$ cat src/rtl/pool_unit.sv
// pool_unit: streaming max-pool stage for a conv PE.
// Collects POOL_SIZE strobed conv results, pushes the window maximum into
// a small output FIFO, and backpressures the PE one slot early so that a
// result already in flight always has somewhere to land.
// Optional build macro: POOL_UNIT_RELU_EN fuses a ReLU onto the pushed max.
module pool_unit #(
    parameter int unsigned POOL_SIZE  = 4,
    parameter int unsigned FIFO_DEPTH = 4
) (
    input  logic               clk,
    input  logic               n_reset,
    input  logic               start,
    input  logic signed [15:0] conv_data,
    input  logic               conv_flag,
    output logic               ready_pool,
    output logic signed [15:0] pool_out,
    output logic               pool_valid,
    input  logic               pool_ready,
    output logic               overflow
);

    localparam int unsigned CNT_W  = (POOL_SIZE > 1) ? $clog2(POOL_SIZE) : 1;
    localparam int unsigned PTR_W  = $clog2(FIFO_DEPTH);
    localparam int unsigned OCC_W  = PTR_W + 1;
    localparam logic signed [15:0] MOST_NEG = 16'sh8000;

    typedef enum logic {
        IDLE    = 1'b0,
        COLLECT = 1'b1
    } state_t;

    // Window / FSM state
    state_t             state_q, state_d;
    logic [CNT_W-1:0]   cnt_q, cnt_d;
    logic signed [15:0] max_q, max_d;
    logic signed [15:0] new_max;
    logic signed [15:0] push_val;
    logic               push;

    // FIFO state
    logic signed [15:0] mem [FIFO_DEPTH];
    logic [PTR_W-1:0]   wr_ptr_q, wr_ptr_d;
    logic [PTR_W-1:0]   rd_ptr_q, rd_ptr_d;
    logic [OCC_W-1:0]   occ_q, occ_d;
    logic               ready_q, ready_d;
    logic               ovf_q, ovf_d;
    logic               pop;
    logic               full;
    logic               do_write;

    assign new_max = (conv_data > max_q) ? conv_data : max_q;

`ifdef POOL_UNIT_RELU_EN
    assign push_val = new_max[15] ? 16'sd0 : new_max;
`else
    assign push_val = new_max;
`endif

    // Window next-state: accumulate the running max and emit on the last sample
    always_comb begin
        // NOTE: every output gets a default first so no path leaves a latch behind.
        state_d = state_q;
        cnt_d   = cnt_q;
        max_d   = max_q;
        push    = 1'b0;
        if (!start) begin
            state_d = IDLE;
            cnt_d   = '0;
            max_d   = MOST_NEG;
        end else if (state_q == IDLE) begin
            state_d = COLLECT;
            cnt_d   = '0;
            max_d   = MOST_NEG;
        end else if (conv_flag) begin
            if (cnt_q == CNT_W'(POOL_SIZE - 1)) begin
                push  = 1'b1;
                cnt_d = '0;
                max_d = MOST_NEG;
            end else begin
                cnt_d = cnt_q + 1'b1;
                max_d = new_max;
            end
        end
    end

    // FIFO next-state: push/pop bookkeeping, sticky overflow, early backpressure
    always_comb begin
        pop      = (occ_q != '0) && pool_ready;
        full     = (occ_q == OCC_W'(FIFO_DEPTH));
        do_write = push && (!full || pop);
        ovf_d    = ovf_q | (push && full && !pop);
        wr_ptr_d = wr_ptr_q + PTR_W'(do_write);
        rd_ptr_d = rd_ptr_q + PTR_W'(pop);
        unique case ({do_write, pop})
            2'b10:   occ_d = occ_q + 1'b1;
            2'b01:   occ_d = occ_q - 1'b1;
            default: occ_d = occ_q;
        endcase
        ready_d = (occ_d <= OCC_W'(FIFO_DEPTH - 2));
    end

    // Window and FSM registers
    always_ff @(posedge clk or negedge n_reset) begin
        // NOTE: state uses non-blocking assignments so every register sees pre-edge values.
        if (!n_reset) begin
            state_q <= IDLE;
            cnt_q   <= '0;
            max_q   <= MOST_NEG;
        end else begin
            state_q <= state_d;
            cnt_q   <= cnt_d;
            max_q   <= max_d;
        end
    end

    // FIFO control registers and registered flags
    always_ff @(posedge clk or negedge n_reset) begin
        if (!n_reset) begin
            wr_ptr_q <= '0;
            rd_ptr_q <= '0;
            occ_q    <= '0;
            ready_q  <= 1'b0;
            ovf_q    <= 1'b0;
        end else begin
            wr_ptr_q <= wr_ptr_d;
            rd_ptr_q <= rd_ptr_d;
            occ_q    <= occ_d;
            ready_q  <= ready_d;
            ovf_q    <= ovf_d;
        end
    end

    // FIFO storage write port
    always_ff @(posedge clk) begin
        // NOTE: storage is not reset; stale entries are never visible because pool_out is gated by occupancy.
        if (do_write) begin
            mem[wr_ptr_q] <= push_val;
        end
    end

    assign pool_valid = (occ_q != '0);
    assign pool_out   = pool_valid ? mem[rd_ptr_q] : 16'sd0;
    assign ready_pool = ready_q;
    assign overflow   = ovf_q;

endmodule

$ cat config.mk
export PLATFORM = sky130hd
export DESIGN_NAME = pool_unit
export DESIGN_NICKNAME = d
export VERILOG_FILES = /design/src/rtl/pool_unit.sv
export SDC_FILE = /design/constraint.sdc
export NUM_CORES = 1
export LEC_CHECK = 0
export ABC_AREA = 1
export BUFFER_PORTS_ARGS = -buffer_cell sky130_fd_sc_hd__clkbuf_2
export CORE_UTILIZATION = 30
export DETAILED_ROUTE_END_ITERATION = 6
export GPL_TIMING_DRIVEN = 0
export SKIP_LAST_GASP = 1
export SYNTH_ARGS = -nofsm -noshare
export SYNTH_HDL_FRONTEND = slang
export SYNTH_SLANG_ARGS = --single-unit
$ cat constraint.sdc
create_clock -name clk -period 2.9 [get_ports clk]
set_clock_uncertainty 0.05 [all_clocks]
set_input_delay 0.58 -clock clk [delete_from_list [all_inputs] [get_ports clk]]
set_output_delay 0.58 -clock clk [all_outputs]
set_load 0.1 [all_outputs]
==> summary.txt, run 1 <==
Outcome
  – Status: completed

Logic synthesis
  – Main synth FF type: edfxtp_1
  – Mux cell area share after synthesis: 0%
  – #FFs+latches synth: 92
  – Largest family of logic cells by synthesized area: simple AND/OR/NAND/NOR gates
  – Mean Syn Cell Area: 10.1 sq um
  – Syn_nets: 479
  – Post-Synth XOR/XNOR Area: 0.794%
  – Synthesized area: 0.00441 sq mm
  – Cells after synthesis: 438
  – Synth cell types: 31
  – Synthesis Warnings: 0
  – Post-synth EDFFs: 64
  – Async set-reset flop share out of synthesis: 30.4%
  – Register area share after synthesis: 59.4%
  – Post-synthesis compound-gate area fraction: 9.16%
  – Adder-Cell Fraction of Synth Area: 5.84%
  – Post-synthesis simple-gate area fraction: 18.9%

Timing
  – Worst hold slack: 245 ps
  – Fin crit share: 93.7%
  – Final Hold Viols: 0
  – Max Fclk: 368 MHz
  – Slew Viols, Final: 0
  – RSZ-0062 raised after global routing: no
  – Final worst slack: 182 ps
  – Worst slew margin: 37.6%
  – Worst Max-Slew Pin Slew: 930 ps
  – Post-layout min period: 2720 ps
  – Endpoints failing setup: 0

Global routing
  – Vias in the first global route: 3118
  – Initial antenna violation count: 0
  – Largest net degree at the start of global routing: 29
  – First-pass GRT wire length: 16.1 mm
  – Global route total overflow: 0
  – Total GRT Usage: 14.4%

Clock network
  – Num CTS Buffers: 9
  – CTS max path bufs: 2
  – Clock Sinks: 92
  – CTS tree: done
  – Clk root buf: clkbuf_16
  – Clk_lat worst skew: 340 ps
  – H-tree lvl count: 3
  – CTS hold repair buffers: 0
  – # Post-CTS Setup Buffers: 0
  – Clock-pin slew on the worst setup and hold paths: 60 ps

Pwr
  – Peak VDD IR: 0.363 mV
  – P_sw: 2.83 mW
  – Pwr/cell area: 1060 mW/mm^2
  – Combinational power share: 52.8%
  – Int Power: 2.74 mW
  – Portion of total power attributed to sequential cells: 28.6%
  – Switching part of the total: 50.8%
  – Clock power frac: 18.6%
  – Leakage: 2.15 nW

Route
  – Iteration-0 DRC Markers: 100
  – Final ANT Viol Nets: 0
  – DRT Wirelength: 9.90 mm
  – Remaining DRCs: 0
  – First-pass DRT Iterations: 4
  – DR vias: 3107
  – Wire length per cell: 14.6 um
  – Vias per cell: 4.60

Die
  – Starting Density: 31.3%
  – Core Footprint: 0.0141 sq mm
  – Total die area: 0.0152 sq mm
  – Chip height: 123 um
  – FP Rows: 43
  – Die width: 123 um
  – Num ports: 40

Placed design
  – Final Wtd Congestion: 0.804
  – Port bufs: 39
  – Post-DP HPWL: 7.30 mm
  – DP Area: 0.00496 sq mm
  – Pre-CTS WS: 66.0 ps

Final layout
  – Area of the multi-input gates: 0.00161 sq mm
  – Total area of sequential cells: 0.00263 sq mm
  – Nets: 532
  – Ant diodes: 0
  – Cell area after layout: 0.00527 sq mm
  – Synth-to-Final Area Change: 19.3%
  – Layout Utilization: 37.4%
  – Fillcell total: 1407
  – Share of layout cells above drive strength 1: 20.2%

Setup path
  – Startpoint types: flip-flop
  – Critical Path RT: 2270 ps
  – Data arrival, critical path: 2090 ps
  – Worst Path Class, Setup: flip-flop to primary output
  – Element type at the critical path end: primary output
  – CP Max Fanout: 10

Run
  – Number of max-cap violations: 0

Worst hold path
  – Hold crit path type: input pin to async pin
## cells in the final DEF (no fill, tap or decap), types with 2 or more instances in the layout
cell type,instances
xor2_1,4
nor2_1,73
clkbuf_16,9
a21oi_1,8
ha_1,19
nand3_2,2
nand3_1,17
clkbuf_1,6
o21ai_1,11
inv_1,48
clkbuf_4,16
edfxtp_1,64
buf_6,5
buf_2,3
nand2_2,2
clkinv_1,3
nand2_1,42
and2_1,15
nor3_2,5
dfrtp_1,26
o21ai_0,39
clkbuf_2,30
nand4_1,17
clkinvlp_4,2
a21oi_2,17
## stage by stage
step	std cells	total power [mW]	TNS, ps
6_report	676	5.57	0
5_1_grt	676	5.86	0
4_1_cts	676	5.61	-4.41
3_5_place_dp	661	4.49	0
3_3_place_gp	657	4.44	-54550
2_1_floorplan	438	3.93	0
## cells in the mapped netlist, types with 4 or more instances
cell	count	area, sq um
a21oi_1	24	120
and2_1	15	93.8
clkbuf_1	14	52.6
dfrtp_1	27	676
edfxtp_1	64	1920
ha_1	19	238
inv_1	48	180
nand2_1	42	158
nand3_1	17	85.1
nand4_1	17	106
nor2_1	73	274
nor3_1	5	25.0
o21ai_0	39	195
o21ai_1	11	55.1
xor2_1	4	35.0
## critical path, cell delays in order (launching register included)
cell      delay [ps]
dfrtp_1          350
clkbuf_1         250
clkbuf_2         330
nor2_1            80
nor2_1            80
o21ai_0          100
a21oi_2          180
clkbuf_4         360
## power groups by stage
stage	clock, mW	sequential (mW)	combinational [mW]
2_1_floorplan	0	1.64	2.29
3_3_place_gp	0	1.60	2.84
3_5_place_dp	0	1.60	2.89
4_1_cts	1.06	1.59	2.97
5_1_grt	1.10	1.60	3.15
6_report	1.03	1.59	2.94
## flip-flops by register name (all words and copies together) (netlist names)
name        cells
ready_pool      1
max_q          16
cnt_q           2
overflow        1
occ_q           3
state_q         1
mem            64
wr_ptr_q        2
rd_ptr_q        2
## layer usage
metal	track usage [%]	wire length, um	vias to the layer above
met4	5.42	152	0
met3	2.68	389	11
met1	18.7	4620	1448
li1	-	-	1596
met5	0	0	-
met2	23.7	4740	52
## logic make-up after synthesis
logic type                 Yosys count
and+or+nand+nor                    178
DFF                                 92
AOI/OAI and AO/OA                   78
buffers and inverters               66
adders and majority gates           20
xor gates and xnor gates             4
## cell type report
type	instances	area share, %
Multi-Input combinational cell	280	30.6
Timing Repair Buffer	43	5.32
Buffer	16	1.52
Sequential cell	92	49.8
Inverter	49	3.49
Clock buffer	10	4.35
Tap cell	180	4.28
Clock inverter	6	0.594
## repair_timing
item | 4_1_cts | 5_1_grt
gates cloned | 0 | 0
pin swaps | 0 | 0
gates resized for setup | 21 | 8
setup endpoints to repair | 16 | 16
## final timing paths
check / to / cells past startpoint / from / slack [ps]
worst max-delay path: pool_out[5] / 7 / rd_ptr_q[0] / 180
worst min-delay path: rd_ptr_q[0] / 1 / n_reset / 240
worst max register to register: mem[3][13] / 10 / max_q[15] / 390
worst min register to register: overflow / 1 / overflow / 420
max in group asynchronous: rd_ptr_q[1] / 1 / n_reset / 2050
min in group clk: state_q / 1 / start / 310
No activity file was read; power rests on OpenSTA's default activity.
==> inputs of run 2 (changes only) <==
--- a/config.mk
+++ b/config.mk
@@ -7,9 +7,11 @@
 export LEC_CHECK = 0
 export ABC_AREA = 1
 export BUFFER_PORTS_ARGS = -buffer_cell sky130_fd_sc_hd__clkbuf_2
-export CORE_UTILIZATION = 30
+export CORE_UTILIZATION = 59
 export DETAILED_ROUTE_END_ITERATION = 6
 export GPL_TIMING_DRIVEN = 0
+export PLACE_DENSITY = 0.79
+export REMOVE_ABC_BUFFERS = 1
 export SKIP_LAST_GASP = 1
 export SYNTH_ARGS = -nofsm -noshare
 export SYNTH_HDL_FRONTEND = slang
==> run 2 against run 1 <==
  * Non-clock buffer count down 10
  * Global-route usage up 11 points
  * Critical path depth unchanged
  * Hold slack worse by 25 ps
  * Wire length down 9.3%
  * Combinational power down 8.2%
  * Register-to-register slack worse by 190 ps
  * Flip-flop and latch count unchanged
  * Critical path type unchanged
==> summary.txt, run 2 (synthesized netlist as in run 1, its figures left out) <==
Timing
  – Worst Max-Slew Pin Slew: 1160 ps
  – Fin crit share: 94.7%
  – Final worst slack: 155 ps
  – Endpoints failing setup: 0
  – Final Hold Viols: 0
  – Slew Viols, Final: 0
  – Max Fclk: 364 MHz
  – Post-layout min period: 2740 ps
  – Worst hold slack: 220 ps
  – RSZ-0062 raised after global routing: no
  – Worst slew margin: 22.3%

Global routing
  – Vias in the first global route: 3038
  – Global route total overflow: 0
  – First-pass GRT wire length: 14.2 mm
  – Total GRT Usage: 25.0%
  – Initial antenna violation count: 0
  – Largest net degree at the start of global routing: 36

Setup path
  – Buf/Inv on CP: 4
  – Critical Path RT: 2270 ps
  – Crit path cell chain: clkinvlp_4 > buf_4 > buf_12 > nor2_1 > o21ai_0 > a21oi_1 > clkbuf_4
  – Startpoint types: flip-flop
  – CP Max Fanout: 18
  – RR Endpoint: mem[1][11]
  – Worst R2R Start: max_q[15]
  – Worst Path Class, Setup: flip-flop to primary output
  – Max stage delay on crit path: 590 ps
  – Data arrival, critical path: 2110 ps
  – R2R cell count: 9
  – Element type at the critical path end: primary output
  – Crit path max-delay cell type: dfrtp_4
  – Cell family with most CP delay: buffers and inverters
  – Reg2Reg Setup Slack: 200 ps

Pwr
  – Pwr/cell area: 1040 mW/mm^2
  – Peak VDD IR: 0.422 mV
  – Leakage: 2.08 nW

Die
  – Starting Density: 60.9%
  – Core Footprint: 0.00725 sq mm
  – Chip height: 88.5 um
  – Num ports: 40
  – Total die area: 0.00783 sq mm
  – FP Rows: 31
  – Die width: 88.5 um

Final layout
  – Commonest non-fill, non-tap cell in the layout: nor2_1
  – Largest reg by FF count: mem
  – Synth-to-Final Area Change: 14.1%
  – Max reg flops: 64
  – Most frequent cells in the layout: 73 x nor2_1, 64 x edfxtp_1, 46 x inv_1
  – Share of layout cells above drive strength 1: 17.5%
  – Nets: 523
  – Ant diodes: 0
  – Regs by FF count: mem x64, max_q x16, occ_q x3

Clock network
  – CTS tree: done
  – Clk root buf: clkbuf_8
  – Clock Sinks: 92
  – Clk_lat worst skew: 360 ps
  – Num CTS Buffers: 9
  – Clock-pin slew on the worst setup and hold paths: 90 ps
  – CTS hold repair buffers: 0
  – CTS max path bufs: 2
  – H-tree lvl count: 3

Route
  – DR vias: 3175
  – Final ANT Viol Nets: 0
  – Wire length per cell: 15.3 um
  – Remaining DRCs: 0
  – Iteration-0 DRC Markers: 180
  – Vias per cell: 5.42
  – DRT Wirelength: 8.98 mm
  – First-pass DRT Iterations: 5

Worst hold path
  – Hold crit path type: input pin to async pin

Placed design
  – Pre-CTS WS: -414 ps
  – Port bufs: 39
  – Post-DP HPWL: 5.97 mm
  – Final Wtd Congestion: 0.817

Run
  – Number of max-cap violations: 0

Outcome
  – Status: completed
## run 2: worst max path at each step
stage                     start           end  depth (start not counted)
floorplan           rd_ptr_q[0]   pool_out[0]                          3
global placement          start     mem[1][3]                          7
detailed placement  rd_ptr_q[0]  pool_out[13]                          4
CTS                 rd_ptr_q[1]  pool_out[13]                          5
global route        rd_ptr_q[0]  pool_out[13]                          5
finish              rd_ptr_q[1]   pool_out[9]                          7
## run 2: layer usage
metal / vias to the layer above / wire (um) / track usage, %
met2: 88 / 4470 / 43.4
met5: - / 0 / 0
li1: 1580 / - / -
met1: 1492 / 3790 / 31.5
met4: 0 / 179 / 10.9
met3: 15 / 537 / 3.54
## run 2: cell type report
class                   count  area (sq um)
fillers                   556          2220
well taps                  99           124
repair buffers             49           337
inverters                  49           191
repair inverters            1          7.51
clock inverters             5          60.1
flip-flops and latches     92          2630
multi-input cells         280          1550
clock buffers              11           131
## run 2: power breakdown
part / internal [mW] / switching (mW)
logic: 0.600 / 2.10
clock network: 0.404 / 0.442
registers: 1.54 / 0.169
total: 2.55 / 2.71
## run 2: metrics by stage
step                util (%)  power (mW)  std cells  cell area (sq um)  TNS, ps
CTS                     68.5        5.18        580               4970    -44.3
finish                  69.4        5.26        586               5030        0
global route            69.4        5.53        586               5030        0
detailed placement      65.2        4.24        563               4730    -6000
global placement        64.2        4.18        559               4660   -52130
floorplan                  -        3.77        421               4340    -8510
## run 2: what timing repair did
item / CTS / global route
hold endpoints to repair: 0 / 0
cloned: 1 / 0
gates resized for setup: 19 / 4
endpoints found under the setup margin: 16 / 13
setup buffers: 0 / 6
## run 2: worst reg2reg max path, stage by stage, from the launching register on
cell	delay, ps
dfstp_2	540
inv_1	50
ha_1	330
a21oi_1	150
o21ai_0	100
a21oi_2	150
nand3_2	370
nand3_4	370
nand2_1	110
and2_1	220
==> inputs of run 3 (changes only) <==
--- a/config.mk
+++ b/config.mk
@@ -7,10 +7,11 @@
 export LEC_CHECK = 0
 export ABC_AREA = 1
 export BUFFER_PORTS_ARGS = -buffer_cell sky130_fd_sc_hd__clkbuf_2
-export CORE_UTILIZATION = 59
+export CORE_UTILIZATION = 61
+export CTS_BUF_LIST = sky130_fd_sc_hd__clkbuf_8
 export DETAILED_ROUTE_END_ITERATION = 6
 export GPL_TIMING_DRIVEN = 0
-export PLACE_DENSITY = 0.79
+export PLACE_DENSITY = 0.82
 export REMOVE_ABC_BUFFERS = 1
 export SKIP_LAST_GASP = 1
 export SYNTH_ARGS = -nofsm -noshare
==> run 3 against run 2 <==
  * Clock power fell by 12%
  * Final cell count shrank 0.51%
  * Wire length is 2.3% higher
  * Hold slack got worse by 4.5 ps
  * Sequential share of layout area is 0.47 points higher
  * Sequential power is essentially flat
  * Final area fell by 0.99%
  * Critical endpoint is now pool_out[6]
  * Count of clock-buffer cells in the layout down 2
  * Global-route usage grew 1.9 points
  * Die area is 3.2% lower
  * Utilization increased by 2.8 points
==> summary.txt, run 3 (synthesized netlist as in run 1, its figures left out) <==
Pwr
  – Clock power frac: 14.4%
  – Combinational power share: 52.2%
  – P_sw: 2.72 mW
  – Leakage: 2.07 nW
  – Peak VDD IR: 0.425 mV
  – Pwr/cell area: 1030 mW/mm^2
  – Portion of total power attributed to sequential cells: 33.3%
  – Switching part of the total: 53.0%
  – Int Power: 2.41 mW

Die
  – Starting Density: 63.9%
  – Die width: 87.1 um
  – Chip height: 87.1 um
  – Num ports: 40
  – FP Rows: 30
  – Core Footprint: 0.00691 sq mm
  – Total die area: 0.00758 sq mm

Worst hold path
  – Hold crit path type: input pin to async pin

Clock network
  – Clk root buf: clkbuf_8
  – Clk_lat worst skew: 350 ps
  – Num CTS Buffers: 9
  – CTS max path bufs: 2
  – CTS hold repair buffers: 0
  – Clock-pin slew on the worst setup and hold paths: 90 ps
  – Clock Sinks: 92
  – CTS tree: done
  – H-tree lvl count: 3

Final layout
  – Largest reg by FF count: mem
  – Nets: 523
  – Max reg flops: 64
  – Commonest non-fill, non-tap cell in the layout: nor2_1
  – Synth-to-Final Area Change: 12.9%
  – Ant diodes: 0
  – Share of layout cells above drive strength 1: 17.0%
  – Layout Utilization: 72.2%
  – Most frequent cells in the layout: 73 x nor2_1, 64 x edfxtp_1, 48 x inv_1
  – Regs by FF count: mem x64, max_q x16, occ_q x3

Global routing
  – Largest net degree at the start of global routing: 36
  – Vias in the first global route: 3215
  – Total GRT Usage: 26.9%
  – Initial antenna violation count: 0
  – Global route total overflow: 0
  – First-pass GRT wire length: 15.1 mm

Route
  – Met3 WL: 570 um
  – DR vias: 3255
  – Wire length per cell: 15.7 um
  – Max layer used: met4
  – DRT Wirelength: 9.18 mm
  – DRT met1 WL: 3.94 mm
  – First-pass DRT Iterations: 5
  – Final ANT Viol Nets: 0
  – Vias per cell: 5.58
  – Iteration-0 DRC Markers: 210
  – Met2 routed WL: 4.56 mm
  – Remaining DRCs: 0

Timing
  – Max Fclk: 360 MHz
  – Setup TNS: 0 ps
  – Slew Viols, Final: 0
  – Post-layout min period: 2780 ps
  – Worst slew margin: 23.5%
  – Worst Max-Slew Pin Slew: 1140 ps
  – Final Hold Viols: 0
  – Fin crit share: 95.9%
  – Endpoints failing setup: 0
  – Worst hold slack: 215 ps

Setup path
  – Element type at the critical path end: primary output
  – Critical Path RT: 2270 ps
  – Data arrival, critical path: 2150 ps
  – Startpoint types: flip-flop
  – Worst Path Class, Setup: flip-flop to primary output
  – CP Max Fanout: 18

Placed design
  – Port bufs: 39
  – Final Wtd Congestion: 0.801
  – Post-DP HPWL: 6.17 mm

Outcome
  – Status: completed

Run
  – Number of max-cap violations: 0
-- run 3: routing by layer --
metal | vias up | GRT usage [%]
met5 | - | 0
met4 | 0 | 9.70
met3 | 13 | 5.40
met2 | 118 | 43.9
met1 | 1547 | 36.1
li1 | 1577 | -
-- run 3: power by group through the flow --
stage | combinational [mW] | sequential (mW) | clock [mW]
after CTS | 2.60 | 1.71 | 0.748
final | 2.68 | 1.71 | 0.742
after global routing | 2.83 | 1.73 | 0.805
after detailed placement | 2.53 | 1.71 | 0
after global placement | 2.47 | 1.70 | 0
after floorplan | 2.06 | 1.71 | 0
-- run 3: metrics by stage --
stage          setup WS (ps)  cell area (sq um)  std cells  power (mW)
2_1_floorplan           -534               4340        421        3.77
3_3_place_gp            -809               4660        556        4.18
3_5_place_dp            -389               4730        560        4.24
4_1_cts                -53.2               4930        577        5.05
5_1_grt                -7.32               4980        583        5.37
6_report                 120               4980        583        5.13
-- run 3: repair_timing --
| action | in CTS | in global routing |
|---|---|---|
| buffers inserted | 0 | 6 |
| setup endpoints to repair | 16 | 13 |
| resized for setup | 15 | 9 |
| pin swaps | 0 | 0 |
| cloned | 1 | 0 |
-- run 3: area by class of cell --
cell class	instances	area, sq um
flip-flops and latches	92	2630
fillers	513	1920
multi-input cells	280	1550
repair buffers	49	323
inverters	49	191
clock buffers	9	124
well taps	96	120
clock inverters	7	37.5
repair inverters	1	7.51
-- run 3: path summary, 6_finish.rpt --
check / depth (start not counted) / slack [ps] / to / from
setup reg to reg: 9 / 200 / mem[1][12] / max_q[15]
setup / recovery: 6 / 120 / pool_out[6] / rd_ptr_q[1]
max in group asynchronous: 1 / 2030 / rd_ptr_q[0] / n_reset
hold / removal: 1 / 220 / max_q[1] / n_reset
hold reg to reg: 1 / 430 / overflow / overflow
min in group clk: 1 / 300 / state_q / start
-- run 3: worst max-delay path, cell delays in order (launching register included) --
cell	delay, ps
dfrtp_2	660
clkinvlp_4	150
buf_4	220
nor2_1	120
o21ai_0	90
a21oi_1	180
clkbuf_4	360
